<file path="src/rtl/info_prefix_mapper.sv">
// info_prefix_mapper: consumes prefix-free codewords from the low end of the
// upstream shift register window, reports the consumed bit count combinationally
// and emits one registered symbol index per match with valid/ready and frame marking.
module info_prefix_mapper #(
    parameter  int MAPPER_PARALLELISM = 8,
    parameter  int NUM_SYMBOLS        = 16,
    parameter  int FRAME_SYMBOLS      = 64,
    parameter  int WARMUP_CYCLES      = 2,
    localparam int LW                 = $clog2(MAPPER_PARALLELISM),
    localparam int SW                 = $clog2(NUM_SYMBOLS),
    localparam int CW                 = MAPPER_PARALLELISM - 1
) (
    input  logic                          clk,
    input  logic                          reset,
    input  logic [MAPPER_PARALLELISM-1:0] b,
    output logic [LW-1:0]                 c,
    input  logic                          enable,
    input  logic                          tbl_wr_en,
    input  logic [SW-1:0]                 tbl_wr_addr,
    input  logic [CW-1:0]                 tbl_wr_code,
    input  logic [LW-1:0]                 tbl_wr_len,
    output logic                          sym_valid,
    input  logic                          sym_ready,
    output logic [SW-1:0]                 sym_idx,
    output logic                          sym_last,
    output logic                          busy,
    output logic                          err
);

    localparam int WCW = (WARMUP_CYCLES > 1) ? $clog2(WARMUP_CYCLES) : 1;
    localparam logic [WCW-1:0] WARM_LAST = WCW'((WARMUP_CYCLES > 0) ? WARMUP_CYCLES - 1 : 0);
    localparam int FCW = (FRAME_SYMBOLS > 1) ? $clog2(FRAME_SYMBOLS) : 1;
    localparam logic [FCW-1:0] FRAME_LAST = FCW'(FRAME_SYMBOLS - 1);

    typedef enum logic [1:0] {
        S_WARMUP = 2'd0,
        S_IDLE   = 2'd1,
        S_RUN    = 2'd2,
        S_ERROR  = 2'd3
    } state_t;

    state_t          state;
    logic [WCW-1:0]  warm_cnt;
    logic [FCW-1:0]  frame_cnt;

    logic [CW-1:0]   tbl_code [NUM_SYMBOLS];
    logic [LW-1:0]   tbl_len  [NUM_SYMBOLS];

    logic            hit;
    logic [SW-1:0]   hit_idx;
    logic [LW-1:0]   hit_len;
    logic            cap;
    logic            tbl_open;

    // The window MSB can never be part of a codeword (length <= width-1).
    logic            unused_b_msb;
    assign unused_b_msb = b[MAPPER_PARALLELISM-1];

    // Bits below the codeword length take part in the compare; the rest are don't-care.
    function automatic logic [CW-1:0] len_mask(input logic [LW-1:0] len);
        logic [CW-1:0] m;
        for (int k = 0; k < CW; k++) begin
            m[k] = (k < int'(len));
        end
        return m;
    endfunction

    // Priority match: scan from the top so the lowest matching entry is left standing.
    always_comb begin
        hit     = 1'b0;
        hit_idx = '0;
        hit_len = '0;
        for (int i = NUM_SYMBOLS - 1; i >= 0; i--) begin
            if ((tbl_len[i] != '0) &&
                (((b[CW-1:0] ^ tbl_code[i]) & len_mask(tbl_len[i])) == '0)) begin
                hit     = 1'b1;
                hit_idx = SW'(i);
                hit_len = tbl_len[i];
            end
        end
    end

    // A symbol is taken only when running, matched and the output slot is free;
    // otherwise the upstream register must not shift.
    assign cap      = (state == S_RUN) && hit && (!sym_valid || sym_ready);
    assign c        = cap ? hit_len : '0;
    assign tbl_open = (state == S_IDLE) || (state == S_WARMUP);
    assign busy     = (state == S_RUN);
    assign err      = (state == S_ERROR);

    // Code table: writable only while not decoding; reset disables every entry.
    always_ff @(posedge clk) begin
        if (reset) begin
            for (int i = 0; i < NUM_SYMBOLS; i++) begin
                tbl_len[i] <= '0;
            end
        end else if (tbl_wr_en && tbl_open) begin
            tbl_code[tbl_wr_addr] <= tbl_wr_code;
            tbl_len[tbl_wr_addr]  <= tbl_wr_len;
        end
    end

    // Control FSM: warm-up delay, idle/run handshake, absorbing error on no-match.
    always_ff @(posedge clk) begin
        if (reset) begin
            state    <= S_WARMUP;
            warm_cnt <= '0;
        end else begin
            case (state)
                S_WARMUP: begin
                    if (warm_cnt == WARM_LAST) state <= S_IDLE;
                    else                       warm_cnt <= warm_cnt + WCW'(1);
                end
                S_IDLE: begin
                    if (enable) state <= S_RUN;
                end
                S_RUN: begin
                    if (!hit)
                        state <= S_ERROR;
                    else if (cap && (frame_cnt == FRAME_LAST) && !enable)
                        state <= S_IDLE;
                end
                S_ERROR: state <= S_ERROR;
                default: state <= S_WARMUP;
            endcase
        end
    end

    // Output slot and frame position: load on capture, drain on ready.
    always_ff @(posedge clk) begin
        if (reset) begin
            sym_valid <= 1'b0;
            sym_idx   <= '0;
            sym_last  <= 1'b0;
            frame_cnt <= '0;
        end else if (cap) begin
            sym_valid <= 1'b1;
            sym_idx   <= hit_idx;
            sym_last  <= (frame_cnt == FRAME_LAST);
            frame_cnt <= (frame_cnt == FRAME_LAST) ? '0 : frame_cnt + FCW'(1);
        end else if (sym_ready) begin
            sym_valid <= 1'b0;
        end
    end

endmodule

</file>
<file path="config.mk">
export PLATFORM = sky130hd
export DESIGN_NAME = info_prefix_mapper
export DESIGN_NICKNAME = d
export VERILOG_FILES = /design/src/rtl/info_prefix_mapper.sv
export SDC_FILE = /design/constraint.sdc
export NUM_CORES = 1
export LEC_CHECK = 0
export ABC_CLOCK_PERIOD_IN_PS = 8500
export CAP_MARGIN = 40
export CELL_PAD_IN_SITES_DETAIL_PLACEMENT = 0
export CELL_PAD_IN_SITES_GLOBAL_PLACEMENT = 1
export CORE_ASPECT_RATIO = 0.7
export CORE_MARGIN = 2
export CORE_UTILIZATION = 25
export CTS_BUF_LIST = sky130_fd_sc_hd__clkbuf_4
export DETAILED_ROUTE_END_ITERATION = 10
export GPL_TIMING_DRIVEN = 1
export PLACE_DENSITY_LB_ADDON = 0.1
export SYNTH_ARGS = -nofsm -noshare
export SYNTH_HDL_FRONTEND = slang
export SYNTH_SLANG_ARGS = --single-unit
export TNS_END_PERCENT = 1
</file>
<file path="constraint.sdc">
create_clock -name clk -period 8.5 [get_ports clk]
set_input_delay 1.275 -clock clk [delete_from_list [all_inputs] [get_ports clk]]
set_output_delay 1.275 -clock clk [all_outputs]
set_load 0.01 [all_outputs]
</file>
Word level (Yosys, flattened, before mapping)
Memories as Yosys holds them, arrays and structs flattened.
Index checks and enable logic that the tools add are counted.
{ "op_classes": {"n_addsub": 2, "n_lt_le_gt_ge": 112, "eq_ne": 7, "mux": 66, "n_bitwise": 32, "n_reduce_logical": 61} }
{ "ops": {"columns": ["operator", "n"], "rows": [
  ["$lt A3 B3 Y1 const A", 48],
  ["$and A7 B7 Y7", 16],
  ["$logic_not A7 Y1", 16],
  ["$xor A7 B7 Y7", 16],
  ["$lt A1 B3 Y1 const A", 32],
  ["$lt A2 B3 Y1 const A", 32],
  ["$mux W4", 17],
  ["$mux W3", 18],
  ["$reduce_bool A3 Y1", 16],
  ["$mux W1", 25],
  ["$logic_and A1 B1 Y1", 21],
  ["$mux W2", 4],
  ["$pmux W2 S4", 1],
  ["$add A6 B1 Y6 const B", 1],
  ["$eq A6 B6 Y1 const B", 1],
  ["$mux W6", 1],
  ["$eq A2 B2 Y1 const B", 2],
  ["$ne A2 B2 Y1 const B", 2],
  ["$ne A3 B2 Y1 const B", 1],
  ["$reduce_and A3 Y1", 1],
  ["$reduce_or A3 Y1", 1],
  ["$eq A2 B1 Y1 const B", 1],
  ["$logic_not A1 Y1", 2],
  ["$logic_not A2 Y1", 1],
  ["other kinds (3)", 4]
]} }
{ "word_totals": {"regBits": 15, "mem_bits_rw": 160, "inputBits": 27, "output_inout_bits": 11, "elab_cells": 288, "mem_count": 2} }
{ "mem_list": {"columns": ["name", "depth", "word_bits", "rd", "rd_ports_with_merged_regs", "wr", "line", "source"], "rows": [
  ["tbl_code", 16, 7, 16, 0, 1, "46", "logic [CW-1:0] tbl_code [NUM_SYMBOLS];"],
  ["tbl_len", 16, 3, 16, 0, 16, "47", "logic [LW-1:0] tbl_len [NUM_SYMBOLS];"]
]} }

Depth between registers and ports, before layout
{ "depth": {"ltp_word": 27, "mapped_depth": 11, "depth_no_buf": 8} }

Worst setup path after synthesis
No wires, ideal clock.
{ "synth_path": {"kind": "input -> output", "startpoint": "in b[4]", "endpoint": "out c[2]", "arrival_time_ns": 3.452, "required_ns": 7.225, "setup_slack_ns": 3.773, "stages": 10, "path_buffers": 2, "cell_sequence": "buf_4 -> xor2_1 -> a2111oi_2 -> nor2b_1 -> or2_2 -> and4_1 -> and4_4 -> buf_6 -> a2111oi_0 -> o311a_1"} }
{ "synth_between": {"elab_chain_len": 23, "word_cells_on_any_way": 99, "classes_between": "mux: 33; bitwise: 32; reduce/logical: 34"} }
{ "synth_rtl": {"columns": ["item", "line", "source"], "rows": [
  ["from (decl)", "15", "input logic [MAPPER_PARALLELISM-1:0] b,"],
  ["$xor A7 B7 Y7", "75", "(((b[CW-1:0] ^ tbl_code[i]) & len_mask(tbl_len[i])) == '0)) begin"],
  ["$and A7 B7 Y7", "75", null],
  ["$logic_not A7 Y1", "75", null],
  ["$logic_and A1 B1 Y1", "74", "if ((tbl_len[i] != '0) &&"],
  ["$mux W1 (16 in a row)", "74", null],
  ["$logic_and A1 B1 Y1 (2 in a row)", "85", "assign cap = (state == S_RUN) && hit && (!sym_valid || sym_ready);"],
  ["$mux W3 *", "86", "assign c = cap ? hit_len : '0;"],
  ["to (decl)", "16", "output logic [LW-1:0] c,"]
]} }
Mark *: on every way between the ends. The rest lies on a longest branch, timed or not.

Final worst setup path
{ "layout_path": {"startpoint": "in b[2]", "endpoint": "out c[2]"} }
Same word-level chain as after synthesis.

==> impl_results.md <==
* Run status: complete, no violations
* Combinational Power Share at 13.7%
* Post-synthesis to final-layout area growth at 15.9%
* Synth Area per Inst at 11.9 sq um
* TNS Setup at 0 ns
* Flip-flop and latch count after synthesis at 175
* Number of distinct standard cells referenced by the synthesized netlist at 71
* CTS H-tree depth at 4
* Element type at the critical path end: output pin
* RSZ-0062 raised after global routing: false
* Number of warnings issued by yosys at 0
* Post-route clock skew at 0.0204 ns
* Synthesized net count at 773
* Top FF cell, synth: sky130_fd_sc_hd__edfxtp_1
* Fraction of layout instances using a drive strength above 1 at 10.9%
* Clock latency of the later-clocked register in the worst-skew pair at 0.62 ns
* Routed wire per std cell at 22.1 um
* Worst-Margin Slew at 0.843 ns
* Class of the tightest hold or removal check: flop to flop
* Power density over the cells at 167 nW/um^2
* Die ar. at 37000 sq um
* Maximum operating frequency at 152 MHz
* Share of synthesized registers carrying an async set or reset at 0%
* TritonCTS clock tree: done
* Maximum number of pins on one net before global-route repair at 22
* FF-to-FF End: frame_cnt[2]
* # DRC at 0
* Sequential fraction of design power at 56.8%
* Pre-antenna DRT Iters at 5
* Biggest area consumer among synthesized cells: sky130_fd_sc_hd__edfxtp_1
* Min-Delay Path Depth at 2
* CTS Buf Count at 17
* Row count at 57
* Vias after detailed routing at 6216
* Final Total Pwr at 0.00172 W
* Via count of the first global-routing pass at 6041
* Initial core utilization at 25.5%
* Reg-to-reg startpoint: tbl_len[13][1]
* Vias per cell at 4.80
* Clock network fraction of total power at 29.6%
* Data required, critical path at 7.22 ns
* Setup slack of the worst register-to-register path at 5.35 ns
* Hold-fix buffers at CTS at 0
* Vert. Die Dim at 161 um
* Residual overflow from global routing at 0
* # placed instances at 1261
* Sw Share at 28.6%
* Clk root buf: sky130_fd_sc_hd__clkbuf_4
* Arrival time of data at the critical path endpoint at 5.32 ns
* Antenna viol nets, final at 0
* Number of sinks on the clock net at 175
* Final worst path period share at 77.6%
* Final-layout fill cell count at 3610
* Overall global routing resource usage at 15.9%
* Number of buffers inserted by post-CTS setup repair at 0
* Final instance count without filler cells at 1296
* Wire length of the first global-routing pass at 42.0 mm
* Number of nets in the layout at 837
* Post-synth EDFFs at 160
* Worst hold slack at 0.502 ns
* Leakage power at 3.38 nW
* Ranking of synthesized cells by area: sky130_fd_sc_hd__edfxtp_1 (54%), sky130_fd_sc_hd__xor2_1 (5.5%), sky130_fd_sc_hd__xnor2_1 (5.3%), sky130_fd_sc_hd__and2_1 (3.8%), sky130_fd_sc_hd__dfxtp_1 (3.4%)
* Worst-path maximum fanout at 10
* Final setup violation count at 0
* Count of port buffers added during placement at 36
* Number of cells on the worst reg-to-reg path at 8
* Initial antenna violation count at 2
* Post-Syn Area at 8860 sq um
* Cts repair resizes at 0
* Post-DP HPWL at 21.0 mm
* Net switching power figure at 0.000490 W
* Final Hold Viols at 0
* Max-slew violation count at 0
* Worst-case hold path end point: sym_last
* Die extent in x at 229 um
* Reported max-cap violation count at 0
* Number of DRC markers in iteration 0 at 527
* Final RePlAce weighted congestion at 0.855
* Worst vdd ir at 0.0672 mV
* Startpoint of the tightest hold check path: sym_last
* Crit path time final at 6.59 ns
* Sequential share of the synthesized area at 57.6%
* Core ar. at 34800 sq um
* Critical path launch point type: primary input
* Count of mapped cells out of synthesis at 745
* Internal power summed over all cells at 0.00123 W
* Proportion of netlist area held by the largest area contributor at 54.2%
* Routed Wire Length at 28.7 mm
* Critical setup path kind: primary input to output pin
* Count of pins on the block boundary at 38
* Reg clk slew, reported paths at 0.15 ns
* Slew margin rel. at 43.6%
* Clock tree buffer depth at 2
placed cells by master, fill, tap and decap left out, types with 4 or more instances in the layout:
master and instances:
sky130_fd_sc_hd__edfxtp_1 160, sky130_fd_sc_hd__nor2_1 61, sky130_fd_sc_hd__xor2_1 56, sky130_fd_sc_hd__and2_1 54
sky130_fd_sc_hd__xnor2_1 54, sky130_fd_sc_hd__o21ai_0 36, sky130_fd_sc_hd__clkdlybuf4s50_1 36, sky130_fd_sc_hd__nand2_1 34
sky130_fd_sc_hd__a21oi_1 31, sky130_fd_sc_hd__inv_1 24, sky130_fd_sc_hd__nor3_1 24, sky130_fd_sc_hd__buf_4 21
sky130_fd_sc_hd__clkbuf_4 18, sky130_fd_sc_hd__dfxtp_1 15, sky130_fd_sc_hd__nand3_1 13, sky130_fd_sc_hd__o211ai_1 12
sky130_fd_sc_hd__buf_8 10, sky130_fd_sc_hd__a211oi_1 8, sky130_fd_sc_hd__nor4_1 7, sky130_fd_sc_hd__or2_2 7
sky130_fd_sc_hd__nor2b_1 6, sky130_fd_sc_hd__a211o_1 6, sky130_fd_sc_hd__o22ai_1 6, sky130_fd_sc_hd__a2111oi_0 6
sky130_fd_sc_hd__o31ai_1 5, sky130_fd_sc_hd__a21o_1 5, sky130_fd_sc_hd__a221oi_1 5, sky130_fd_sc_hd__and3_1 5
sky130_fd_sc_hd__nand2b_1 5, sky130_fd_sc_hd__o21ai_1 4, sky130_fd_sc_hd__or3_1 4, sky130_fd_sc_hd__o21bai_1 4
sky130_fd_sc_hd__o221a_2 4, sky130_fd_sc_hd__nor3b_1 4, sky130_fd_sc_hd__clkinv_4 4
cells in the mapped netlist, types with 12 or more instances:
| master | instances |
|---|---|
| sky130_fd_sc_hd__xor2_1 | 56 |
| sky130_fd_sc_hd__o21ai_0 | 36 |
| sky130_fd_sc_hd__o211ai_1 | 12 |
| sky130_fd_sc_hd__nor2_1 | 61 |
| sky130_fd_sc_hd__and2_1 | 54 |
| sky130_fd_sc_hd__nand2_1 | 34 |
| sky130_fd_sc_hd__edfxtp_1 | 160 |
| sky130_fd_sc_hd__a21oi_1 | 31 |
| sky130_fd_sc_hd__dfxtp_1 | 15 |
| sky130_fd_sc_hd__nor3_1 | 24 |
| sky130_fd_sc_hd__inv_1 | 24 |
| sky130_fd_sc_hd__xnor2_1 | 54 |
| sky130_fd_sc_hd__nand3_1 | 13 |
power groups by stage:
stage               Sequential [W]  Clock (W)  Combinational [W]
floorplan                 0.000987          0           0.000131
global placement          0.000993          0           0.000227
detailed placement        0.000993          0           0.000234
CTS                       0.000973   0.000534           0.000235
global route              0.000976   0.000557           0.000255
finish                    0.000974   0.000507           0.000235
flip-flops by register name, summed over array words and instances (netlist names):
signal	cells
sym_valid	1
state	2
sym_last	1
frame_cnt	6
warm_cnt	1
tbl_len	48
tbl_code	112
sym_idx	4
layout make-up:
type                            count  area, sq um  share of cell area (%)
Antenna cell                        2         5.00                  0.0487
Timing Repair Buffer               68          696                    6.77
Clock buffer                       18          135                    1.32
Tap cell                          472          591                    5.75
Clock inverter                     14          156                    1.52
Multi-Input combinational cell    523         3490                    34.0
Sequential cell                   175         5100                    49.7
Inverter                           24         90.1                   0.877
worst max-delay path, stage by stage:
cell	delay, ns
sky130_fd_sc_hd__clkdlybuf4s50_1	0.90
sky130_fd_sc_hd__buf_4	0.38
sky130_fd_sc_hd__xnor2_1	0.18
sky130_fd_sc_hd__o2111ai_1	0.15
sky130_fd_sc_hd__a221o_1	0.45
sky130_fd_sc_hd__o21ai_1	0.27
sky130_fd_sc_hd__nor3_2	0.14
sky130_fd_sc_hd__and4_4	0.27
sky130_fd_sc_hd__a2111oi_0	0.45
sky130_fd_sc_hd__o311a_1	0.28
sky130_fd_sc_hd__clkdlybuf4s50_1	0.55
per-layer routing:
| metal | share of wire (%) | routed length [um] | vias up | global-route usage (%) |
|---|---|---|---|---|
| li1 | - | - | 2907 | - |
| met1 | 52 | 15000 | 3115 | 24.4 |
| met2 | 42 | 11900 | 178 | 22.7 |
| met3 | 5.2 | 1490 | 16 | 3.16 |
| met4 | 1.2 | 345 | 0 | 3.87 |
| met5 | 0 | 0 | - | 0 |
cell families (layout without fill, tap and decap cells):
logic type | count (synthesis) | after routing | synth area share [%]
AOI/OAI and AO/OA | 167 | 167 | 13.2
xor gates and xnor gates | 113 | 113 | 11.4
adders and majority gates | 1 | 1 | 0.141
buffers and inverters | 47 | 124 | 2.95
DFF | 175 | 175 | 57.6
muxes | 4 | 4 | 0.466
other | 0 | 2 | 0
and+or+nand+nor | 238 | 238 | 14.2
through the flow:
step           util, %  area (sq um)  setup WS (ns)
2_1_floorplan        -          8860           3.77
3_3_place_gp      28.1          9800           1.46
3_5_place_dp      28.6          9960           1.79
4_1_cts           29.5         10200           1.78
5_1_grt           29.5         10300           1.65
6_report          29.5         10300           1.91
how the worst max path moves through the flow:
stage,slack [ns],endpoint,cells after the start,start
2_1_floorplan,3.77,c[2],10,b[4]
3_5_place_dp,1.79,c[0],11,b[4]
3_3_place_gp,1.46,c[0],11,b[4]
5_1_grt,1.65,c[2],11,b[2]
6_report,1.91,c[2],11,b[2]
4_1_cts,1.78,c[0],11,b[4]
Power figures use the tool's default switching activity.
